==> src/rtl/vga_pkg.sv <==
// Shared VGA constants: default 640x480@60 timing and the pattern mode encoding.
package vga_pkg;

  localparam int unsigned DEF_H_ACTIVE = 640;
  localparam int unsigned DEF_H_FP     = 16;
  localparam int unsigned DEF_H_SYNC   = 96;
  localparam int unsigned DEF_H_BP     = 48;
  localparam int unsigned DEF_V_ACTIVE = 480;
  localparam int unsigned DEF_V_FP     = 10;
  localparam int unsigned DEF_V_SYNC   = 2;
  localparam int unsigned DEF_V_BP     = 33;

  typedef enum logic [1:0] {
    SOLID    = 2'd0,
    BARS     = 2'd1,
    CHECKER  = 2'd2,
    GRADIENT = 2'd3
  } pattern_mode_e;

  function automatic int unsigned max_u(input int unsigned a, input int unsigned b);
    return (a > b) ? a : b;
  endfunction

endpackage

==> src/rtl/vga_timing.sv <==
// Pixel-rate divider, h/v raster counters and registered sync/display_on/position outputs.
module vga_timing
  import vga_pkg::*;
#(
  parameter int unsigned CLK_DIV   = 4,
  parameter int unsigned H_ACTIVE  = DEF_H_ACTIVE,
  parameter int unsigned H_FP      = DEF_H_FP,
  parameter int unsigned H_SYNC    = DEF_H_SYNC,
  parameter int unsigned H_BP      = DEF_H_BP,
  parameter int unsigned V_ACTIVE  = DEF_V_ACTIVE,
  parameter int unsigned V_FP      = DEF_V_FP,
  parameter int unsigned V_SYNC    = DEF_V_SYNC,
  parameter int unsigned V_BP      = DEF_V_BP,
  parameter bit          HSYNC_POL = 1'b0,
  parameter bit          VSYNC_POL = 1'b0,
  localparam int unsigned H_TOTAL  = H_ACTIVE + H_FP + H_SYNC + H_BP,
  localparam int unsigned V_TOTAL  = V_ACTIVE + V_FP + V_SYNC + V_BP,
  localparam int unsigned CW       = $clog2(max_u(H_TOTAL, V_TOTAL))
) (
  input  logic          clk,
  input  logic          rst,
  output logic          tick,
  output logic [CW-1:0] h_cnt,
  output logic [CW-1:0] v_cnt,
  output logic          active,
  output logic          h_sync,
  output logic          v_sync,
  output logic          display_on,
  output logic [CW-1:0] pix_x,
  output logic [CW-1:0] pix_y,
  output logic          pix_tick,
  output logic          frame_start
);

  localparam int unsigned DIV_W = (CLK_DIV > 1) ? $clog2(CLK_DIV) : 1;

  logic [DIV_W-1:0] div_q;
  logic [CW-1:0]    h_q, v_q;
  logic             h_wrap, v_wrap, in_hsync, in_vsync;

  // With CLK_DIV=1 the divider sits at 0 and tick is permanently high.
  assign tick   = (div_q == DIV_W'(CLK_DIV - 1));
  assign h_cnt  = h_q;
  assign v_cnt  = v_q;
  assign h_wrap = (32'(h_q) == H_TOTAL - 1);
  assign v_wrap = (32'(v_q) == V_TOTAL - 1);
  assign active = (32'(h_q) < H_ACTIVE) && (32'(v_q) < V_ACTIVE);

  assign in_hsync = (32'(h_q) >= H_ACTIVE + H_FP) && (32'(h_q) < H_ACTIVE + H_FP + H_SYNC);
  assign in_vsync = (32'(v_q) >= V_ACTIVE + V_FP) && (32'(v_q) < V_ACTIVE + V_FP + V_SYNC);

  always_ff @(posedge clk) begin
    if (rst) begin
      div_q       <= '0;
      h_q         <= '0;
      v_q         <= '0;
      h_sync      <= ~HSYNC_POL;
      v_sync      <= ~VSYNC_POL;
      display_on  <= 1'b0;
      pix_x       <= '0;
      pix_y       <= '0;
      pix_tick    <= 1'b0;
      frame_start <= 1'b0;
    end else begin
      pix_tick    <= tick;
      frame_start <= tick && (h_q == '0) && (v_q == '0);
      if (tick) begin
        div_q <= '0;
        h_q   <= h_wrap ? '0 : h_q + 1'b1;
        if (h_wrap) begin
          v_q <= v_wrap ? '0 : v_q + 1'b1;
        end
        // Registered view reflects the counters as they were before this increment.
        h_sync     <= in_hsync ? HSYNC_POL : ~HSYNC_POL;
        v_sync     <= in_vsync ? VSYNC_POL : ~VSYNC_POL;
        display_on <= active;
        pix_x      <= h_q;
        pix_y      <= v_q;
      end else begin
        div_q <= div_q + 1'b1;
      end
    end
  end

endmodule

==> src/rtl/vga_pattern_gen.sv <==
// VGA test-pattern generator: solid, colour bars, checkerboard and gradient on a parameterised
// raster, with per-frame latching of the pattern selection.
module vga_pattern_gen
  import vga_pkg::*;
#(
  parameter int unsigned CLK_DIV   = 4,
  parameter int unsigned H_ACTIVE  = DEF_H_ACTIVE,
  parameter int unsigned H_FP      = DEF_H_FP,
  parameter int unsigned H_SYNC    = DEF_H_SYNC,
  parameter int unsigned H_BP      = DEF_H_BP,
  parameter int unsigned V_ACTIVE  = DEF_V_ACTIVE,
  parameter int unsigned V_FP      = DEF_V_FP,
  parameter int unsigned V_SYNC    = DEF_V_SYNC,
  parameter int unsigned V_BP      = DEF_V_BP,
  parameter bit          HSYNC_POL = 1'b0,
  parameter bit          VSYNC_POL = 1'b0,
  parameter int unsigned COLOR_W   = 4,
  localparam int unsigned H_TOTAL  = H_ACTIVE + H_FP + H_SYNC + H_BP,
  localparam int unsigned V_TOTAL  = V_ACTIVE + V_FP + V_SYNC + V_BP,
  localparam int unsigned CW       = $clog2(max_u(H_TOTAL, V_TOTAL))
) (
  input  logic                   clk,
  input  logic                   rst,
  input  logic [1:0]             mode,
  input  logic [3*COLOR_W-1:0]   solid_rgb,
  output logic [COLOR_W-1:0]     red,
  output logic [COLOR_W-1:0]     green,
  output logic [COLOR_W-1:0]     blue,
  output logic                   h_sync,
  output logic                   v_sync,
  output logic                   display_on,
  output logic [CW-1:0]          pix_x,
  output logic [CW-1:0]          pix_y,
  output logic                   pix_tick,
  output logic                   frame_start
);

  localparam int unsigned XW = $clog2(H_ACTIVE);
  localparam int unsigned YW = $clog2(V_ACTIVE);
  localparam int unsigned XR = (XW > COLOR_W) ? XW - COLOR_W : 0;
  localparam int unsigned XL = (COLOR_W > XW) ? COLOR_W - XW : 0;
  localparam int unsigned YR = (YW > COLOR_W) ? YW - COLOR_W : 0;
  localparam int unsigned YL = (COLOR_W > YW) ? COLOR_W - YW : 0;
  // Headroom so bit 5 always exists and left shifts never overflow.
  localparam int unsigned EW = CW + COLOR_W + 6;
  localparam bit BARS_POW2 = (H_ACTIVE >= 8) && ((H_ACTIVE & (H_ACTIVE - 1)) == 0);

  logic                 tick, active;
  logic [CW-1:0]        h_cnt, v_cnt;
  logic [EW-1:0]        hx, vx;
  logic [2:0]           bar_idx;
  logic                 chk;
  logic [COLOR_W-1:0]   grad_r, grad_g;
  logic                 frame_first;
  pattern_mode_e        mode_q, mode_sel;
  logic [3*COLOR_W-1:0] solid_q, solid_sel;
  logic [COLOR_W-1:0]   pat_r, pat_g, pat_b;

  vga_timing #(
    .CLK_DIV  (CLK_DIV),
    .H_ACTIVE (H_ACTIVE),
    .H_FP     (H_FP),
    .H_SYNC   (H_SYNC),
    .H_BP     (H_BP),
    .V_ACTIVE (V_ACTIVE),
    .V_FP     (V_FP),
    .V_SYNC   (V_SYNC),
    .V_BP     (V_BP),
    .HSYNC_POL(HSYNC_POL),
    .VSYNC_POL(VSYNC_POL)
  ) u_timing (
    .clk        (clk),
    .rst        (rst),
    .tick       (tick),
    .h_cnt      (h_cnt),
    .v_cnt      (v_cnt),
    .active     (active),
    .h_sync     (h_sync),
    .v_sync     (v_sync),
    .display_on (display_on),
    .pix_x      (pix_x),
    .pix_y      (pix_y),
    .pix_tick   (pix_tick),
    .frame_start(frame_start)
  );

  assign hx = EW'(h_cnt);
  assign vx = EW'(v_cnt);

  generate
    if (BARS_POW2) begin : g_bar_shift
      assign bar_idx = 3'(hx >> (XW - 3));
    end else begin : g_bar_cmp
      always_comb begin
        bar_idx = '0;
        for (int unsigned k = 1; k < 8; k++) begin
          if (32'(h_cnt) >= (k * H_ACTIVE + 7) / 8) begin
            bar_idx = 3'(k);
          end
        end
      end
    end
  endgenerate

  assign chk    = hx[5] ^ vx[5];
  assign grad_r = COLOR_W'((hx >> XR) << XL);
  assign grad_g = COLOR_W'((vx >> YR) << YL);

  // The first pixel of a frame already uses the freshly sampled selection.
  assign frame_first = tick && (h_cnt == '0) && (v_cnt == '0);
  assign mode_sel    = frame_first ? pattern_mode_e'(mode) : mode_q;
  assign solid_sel   = frame_first ? solid_rgb : solid_q;

  always_comb begin
    pat_r = '0;
    pat_g = '0;
    pat_b = '0;
    unique case (mode_sel)
      SOLID:    {pat_r, pat_g, pat_b} = solid_sel;
      BARS: begin
        pat_r = {COLOR_W{bar_idx[2]}};
        pat_g = {COLOR_W{bar_idx[1]}};
        pat_b = {COLOR_W{bar_idx[0]}};
      end
      CHECKER: begin
        pat_r = {COLOR_W{chk}};
        pat_g = {COLOR_W{chk}};
        pat_b = {COLOR_W{chk}};
      end
      GRADIENT: begin
        pat_r = grad_r;
        pat_g = grad_g;
      end
    endcase
  end

  always_ff @(posedge clk) begin
    if (rst) begin
      mode_q  <= SOLID;
      solid_q <= '0;
      red     <= '0;
      green   <= '0;
      blue    <= '0;
    end else if (tick) begin
      if (frame_first) begin
        mode_q  <= pattern_mode_e'(mode);
        solid_q <= solid_rgb;
      end
      red   <= active ? pat_r : '0;
      green <= active ? pat_g : '0;
      blue  <= active ? pat_b : '0;
    end
  end

endmodule

==> config.mk <==
export PLATFORM = sky130hd
export DESIGN_NAME = vga_pattern_gen
export DESIGN_NICKNAME = d
export VERILOG_FILES = /design/src/rtl/vga_pkg.sv /design/src/rtl/vga_timing.sv /design/src/rtl/vga_pattern_gen.sv
export SDC_FILE = /design/constraint.sdc
export NUM_CORES = 1
export LEC_CHECK = 0
export ABC_AREA = 1
export BUFFER_PORTS_ARGS = -buffer_cell sky130_fd_sc_hd__buf_2
export CAP_MARGIN = 20
export CORE_MARGIN = 2
export CORE_UTILIZATION = 51
export DETAILED_ROUTE_END_ITERATION = 8
export PLACE_DENSITY = 0.78
export SYNTH_ARGS = -nofsm -noshare
export SYNTH_HDL_FRONTEND = slang
export SYNTH_SLANG_ARGS = --single-unit
==> constraint.sdc <==
create_clock -name clk -period 1.95 [get_ports clk]
set_clock_uncertainty 0.2 [all_clocks]
set_input_delay 0.39 -clock clk [delete_from_list [all_inputs] [get_ports clk]]
set_output_delay 0.39 -clock clk [all_outputs]
set_load 0.005 [all_outputs]
# ---- After elaboration in Yosys (flattened, before gate mapping)
# Cells that the tools add are included.
dict set report word_totals {
  regBits 73
  input_bits 16
  wordCells 67
}
dict set report op_classes {
  addsub 3
  magnitude_cmp 13
  n_eq_ne 6
  muxes 19
  bitwise_logic 1
  reduce_logical 10
}
# cell count
set op_table {}
lappend op_table {{greater-or-equal comparator 10 x 9 -> 1 bit, second input constant} 4}
lappend op_table {{one-hot mux 4 bit (4 select lines)} 2}
lappend op_table {{adder 10 x 1 -> 10 bit, second input constant} 2}
lappend op_table {{equality test 10 bit, second input constant} 2}
lappend op_table {{greater-or-equal comparator 10 bit, second input constant} 2}
lappend op_table {{greater-or-equal comparator 10 x 8 -> 1 bit, second input constant} 2}
lappend op_table {{logical NOT 10 bit} 2}
lappend op_table {{less-than comparator 10 bit, second input constant} 2}
lappend op_table {{less-than comparator 10 x 9 -> 1 bit, second input constant} 2}
lappend op_table {{2-to-1 mux 10 bit} 2}
lappend op_table {{2-to-1 mux 12 bit} 1}
lappend op_table {{2-to-1 mux 3 bit} 4}
lappend op_table {{2-to-1 mux 4 bit} 3}
lappend op_table {{one-hot mux 4 bit (3 select lines)} 1}
lappend op_table {{greater-or-equal comparator 10 x 7 -> 1 bit, second input constant} 1}
lappend op_table {{equality test 2 bit, second input constant} 3}
lappend op_table {{2-to-1 mux 2 bit} 3}
lappend op_table {{logical AND 1 bit} 5}
lappend op_table {{2-to-1 mux 1 bit} 3}
lappend op_table {{adder 2 x 1 -> 2 bit, second input constant} 1}
lappend op_table {{equality test 2 x 1 -> 1 bit, second input constant} 1}
lappend op_table {{logical NOT 2 bit} 1}
lappend op_table {{AND reduction 2 bit} 1}
lappend op_table {{OR reduction 2 bit} 1}
lappend op_table {{XOR 1 bit} 1}

# ---- Depth between registers and ports, before layout
dict set report logic_depth {
  word_depth 10
  mapped_depth 15
  ltp_nobuf 14
}

# ---- Cells and area by module
# From an unflattened synthesis, not the netlist that was laid out.
dict set report unflattened {
  cells_unflattened 530
  area_unflattened_um2 3671.0
}
# module n_inst cells_per_inst area_each_um2 seq_area_each_um2
set by_module_without_submodules {}
lappend by_module_without_submodules {vga_timing 1 286 2079.5 940.9}
lappend by_module_without_submodules {vga_pattern_gen 1 244 1591.5 520.5}

# ---- Worst setup path before layout
# OpenSTA, ideal clock, no wires.
dict set report synth_timing {
  path_kind {register -> register}
  startpoint {reg u_timing.v_q[0] (netlist: u_timing.v_cnt[0])}
  endpoint {reg green[2]}
  setup_time_ns 0.112
  t_arrival_ns 1.572
  required_time_ns 1.638
  setup_slack_ns 0.066
  stages_incl_launch_ff 13
  period_less_slack_ns 1.884
  path_cell_list {dfxtp_1 -> inv_1 -> ha_1 -> nand3_1 -> inv_2 -> nand3_2 -> nand2_2 -> nand2_4 -> nand2_4 -> o21ai_0 -> inv_1 -> nand2_1 -> nand2_1}
}
dict set report synth_via {
  elab_chain_len 6
}
# element line
set synth_rtl {}
lappend synth_rtl {{from (decl)} vga_timing.sv:38} ;# logic [CW-1:0] h_q, v_q;
lappend synth_rtl {{from (signal assigned)} vga_timing.sv:71} ;# v_q <= v_wrap ? '0 : v_q + 1'b1;
lappend synth_rtl {{logical NOT 10 bit} vga_pattern_gen.sv:110} ;# assign frame_first = tick && (h_cnt == '0) && (v_cnt == '0);
lappend synth_rtl {{logical AND 1 bit} vga_pattern_gen.sv:110}
lappend synth_rtl {{2-to-1 mux 2 bit} n/a}
lappend synth_rtl {{equality test 2 bit, or another cell as far along} vga_pattern_gen.sv:118} ;# unique case (mode_sel)
lappend synth_rtl {{one-hot mux 4 bit (4 select lines)} vga_pattern_gen.sv:118}
lappend synth_rtl {{2-to-1 mux 4 bit *} vga_pattern_gen.sv:150} ;# green <= active ? pat_g : '0;
lappend synth_rtl {{to (signal assigned)} vga_pattern_gen.sv:150}
lappend synth_rtl {{to (decl)} vga_pattern_gen.sv:27} ;# output logic [COLOR_W-1:0] green,
# Mark *: on every way between the ends. The rest lies on a longest branch, timed or not.
# A chain may end at the register's enable or synchronous reset.

# ---- Worst setup path in the final report
dict set report layout_timing {
  startpoint {reg u_timing.v_q[9] (netlist: u_timing.v_cnt[9])}
  endpoint {reg red[2]}
}
dict set report layout_via {
  elab_chain_len 6
}
# element line
set layout_rtl {}
lappend layout_rtl {{logical NOT 10 bit} vga_pattern_gen.sv:110}
lappend layout_rtl {{logical AND 1 bit} vga_pattern_gen.sv:110}
lappend layout_rtl {{2-to-1 mux 2 bit} n/a}
lappend layout_rtl {{equality test 2 bit, or another cell as far along} vga_pattern_gen.sv:118}
lappend layout_rtl {{one-hot mux 4 bit (4 select lines)} vga_pattern_gen.sv:118}
lappend layout_rtl {{2-to-1 mux 4 bit *} vga_pattern_gen.sv:149} ;# red <= active ? pat_r : '0;
lappend layout_rtl {{to (signal assigned)} vga_pattern_gen.sv:149}
lappend layout_rtl {{to (decl)} vga_pattern_gen.sv:26} ;# output logic [COLOR_W-1:0] red,
# Marks and branches as above.

==> results by group <==
Final layout
  – Syn-to-layout area delta: 32.91%
  – Fin nets: 595
  – Most frequent cells in the layout: nand2_1 (127), dfxtp_1 (68), buf_2 (52), buf_4 (52), inv_1 (41)
  – Fraction of layout cells with a size suffix above 1: 35.47%
  – Most common cell after layout, fill and taps aside: nand2_1
  – Layout Cells excl Fill: 658
  – Ant. Diodes: 0
  – Final Cell Area: 4679 um2

Die
  – Initial core utilization: 52.40%
  – Die Y: 87.09 um
  – Die Area: 7585 um2
  – Area of the core: 6719 um2
  – I/O pin total: 53
  – Row cnt: 30
  – Die Wd: 87.09 um

Critical path
  – R2R Setup Slk: -190 ps
  – WP buf/inv: 1
  – Worst path max stage delay: 370 ps
  – Top fanout value on the critical path: 8
  – Worst setup endpoint: red[2]
  – CP delay by family, top: simple AND/OR/NAND/NOR gates
  – Worst Setup SP: u_timing.v_cnt[9]
  – Worst-path cell chain: nor2_1 -> nand3_4 -> inv_2 -> nand3_4 -> nand2_4 -> nand2_8 -> o21ai_4 -> nand3_1 -> nand2_1 -> nand2_1
  – Crit end category: register
  – Slowest CP cell: dfxtp_1
  – Kind of critical path: reg -> reg
  – Worst reg2reg endpoint: red[2]
  – Worst EP arrival: 2170 ps
  – WP data required: 1980 ps
  – Startpoint Class: register
  – Reg2Reg Depth: 10
  – Stages on the worst setup path: 10
  – R2r startpoint: u_timing.v_cnt[9]

Timing
  – Least-Margin Pin Slew: 437.2 ps
  – Final setup viols: 12
  – Final hold viol count: 0
  – Tcrit/Tclk final: 109.6%
  – Period minus WS final: 2137 ps
  – Final setup margin: -187.0 ps
  – Setup TNS: -1044 ps
  – Rel. slew slack: 70.75%
  – RSZ-0062 raised after global routing: true
  – Max-slew violation count: 0
  – Max Fclk: 468.0 MHz
  – Hold_ws: 104.5 ps

Yosys
  – Synthesized flop and latch total: 73
  – Synth Area per Inst: 7.507 um2
  – Sequential area share after synthesis: 41.51%
  – Net count after synthesis: 491
  – Post-synth top area share: 41.51%
  – Top cells by area, synth: dfxtp_1 (42%), nand2_1 (14%), inv_1 (4.8%)
  – YS warnings: 0
  – Synth cell types: 42
  – Cell area after synthesis: 3521 um2
  – Post-Syn Instances: 469
  – Area leader, netlist: dfxtp_1

Drt
  – Drt total wl: 9667 um
  – Via Count: 3513
  – Routed Antenna Nets: 0
  – Avg WL per Cell: 14.69 um
  – DR DRC count: 0
  – Via density: 5.339
  – DRT iter0 DRCs: 228
  – Drt first pass iters: 5

Power and ir drop
  – Pwr/cell area: 706.7 nW/um2
  – Power share of the clock group: 40.8%
  – Comb pwr share: 12.7%
  – Worst vdd ir: 0.3667 mV
  – Internal cell power: 2.471 mW
  – Switch share: 25.28%
  – Lkg Pwr: 2.256 nW
  – Flop pwr share: 46.5%
  – Switching power: 836.2 uW

GRT
  – First-pass GRT wire length: 14840 um
  – Initial antenna violation count: 0
  – Global route total overflow: 0
  – Vias in the first global route: 3222
  – Gr usage total: 25.12%
  – Largest net degree at the start of global routing: 25

Hold path
  – HP Class: in -> reg

Placement
  – IO buf count: 52
  – Placer Congestion: 0.9124
  – DP Cell Count: 637
  – Placed inst area: 4169 um2
  – HPWL after DPL: 6480 um

Clock network
  – Clock buffer depth: 2
  – Clk sink count: 73
  – CTS tree: built
  – Clock Root Buffer: clkbuf_8
  – Clock transition at path regs: 80 ps
  – CTS Buf Count: 9
  – H-tree depth: 3
  – Latest clock arrival within the worst-skew pair: 350 ps

Run status
  – Violated checks: setup timing
  – Status: finished, violations left

Run
  – Max cap viols: 0
-- cells in the mapped netlist (all sizes together) --
cell type,number
o21a,1
nor3b,3
nand3,31
o31ai,1
and2,1
nand4,9
inv,50
a211oi,3
and3,1
ha,6
nand2,150
xor2,4
o2111ai,1
a21oi,22
clkbuf,6
nor2,42
dfxtp,73
a21o,1
o22ai,2
o21bai,1
o21ai,35
a31oi,2
nor4,2
nor3,14
buf,8
-- stage by stage --
step / utilization [%] / worst slack, ps / power, mW
after floorplan: - / 65.59 / 1.791
after global routing: 69.65 / -221.5 / 3.433
after CTS: 66.74 / -1.469 / 3.267
final: 69.65 / -187.0 / 3.307
after global placement: 62.05 / -37.33 / 1.895
after detailed placement: 62.05 / -66.19 / 1.901
-- how the worst min path moves through the flow --
stage                     cells after the start         startpoint           endpoint
final                                         3       solid_rgb[6]         solid_q[6]
after global routing                          3       solid_rgb[0]         solid_q[0]
after CTS                                     3       solid_rgb[6]         solid_q[6]
after detailed placement                      1  u_timing.div_q[0]  u_timing.div_q[0]
after global placement                        1  u_timing.div_q[0]  u_timing.div_q[0]
after floorplan                               1  u_timing.div_q[0]  u_timing.div_q[0]
-- cell families (layout without fill, tap and decap cells) --
group           count (synthesis)  in the layout  synth area share (%)
compound gates                 69             69                 10.98
flops                          73             73                 41.51
buf+inv                        64            173                 8.315
fa+ha+maj                       6              6                 2.132
simple gates                  253            253                 36.07
xor+xnor                        4              4                0.9949
-- worst min-delay path, stage by stage --
cell and delay (ps):
buf_2 100, nand2_2 60, a21oi_1 50
-- registers in the layout, summed over array words and instances (netlist names) --
name / count
blue: 4
green: 4
mode_q: 2
red: 4
solid_q: 12
u_timing.display_on: 1
u_timing.div_q: 2
u_timing.frame_start: 1
u_timing.h_cnt: 10
u_timing.h_sync: 1
u_timing.pix_tick: 1
u_timing.pix_x: 10
u_timing.pix_y: 10
u_timing.v_cnt: 10
u_timing.v_sync: 1
-- layout make-up --
type                            count  area (um2)
Clock buffer                       11       151.4
Clock inverter                      5       77.57
Fill cell                         502        2039
Inverter                           50       192.7
Multi-Input combinational cell    332        1997
Sequential cell                    73        1468
Tap cell                           80       100.1
Timing Repair Buffer              107       693.2
-- timing repair --
item,in CTS,in global routing
gates resized for setup,21,36
hold buffers,0,0
setup endpoints to repair,15,29
setup buffers,0,5
pin swaps,6,15
-- power groups by stage --
stage | logic (mW) | clock network (mW) | registers, mW
after floorplan | 0.224 | 0 | 1.57
after global placement | 0.328 | 0 | 1.57
after detailed placement | 0.333 | 0 | 1.57
after CTS | 0.360 | 1.37 | 1.54
after global routing | 0.452 | 1.44 | 1.54
final | 0.420 | 1.35 | 1.54
-- layer usage --
metal	wire length, um	track usage [%]
met2	4866	42.96
met5	0	0
met1	4050	31.17
met4	267	9.650
met3	483	4.929
Note: power is estimated with default switching activity, not from simulation.
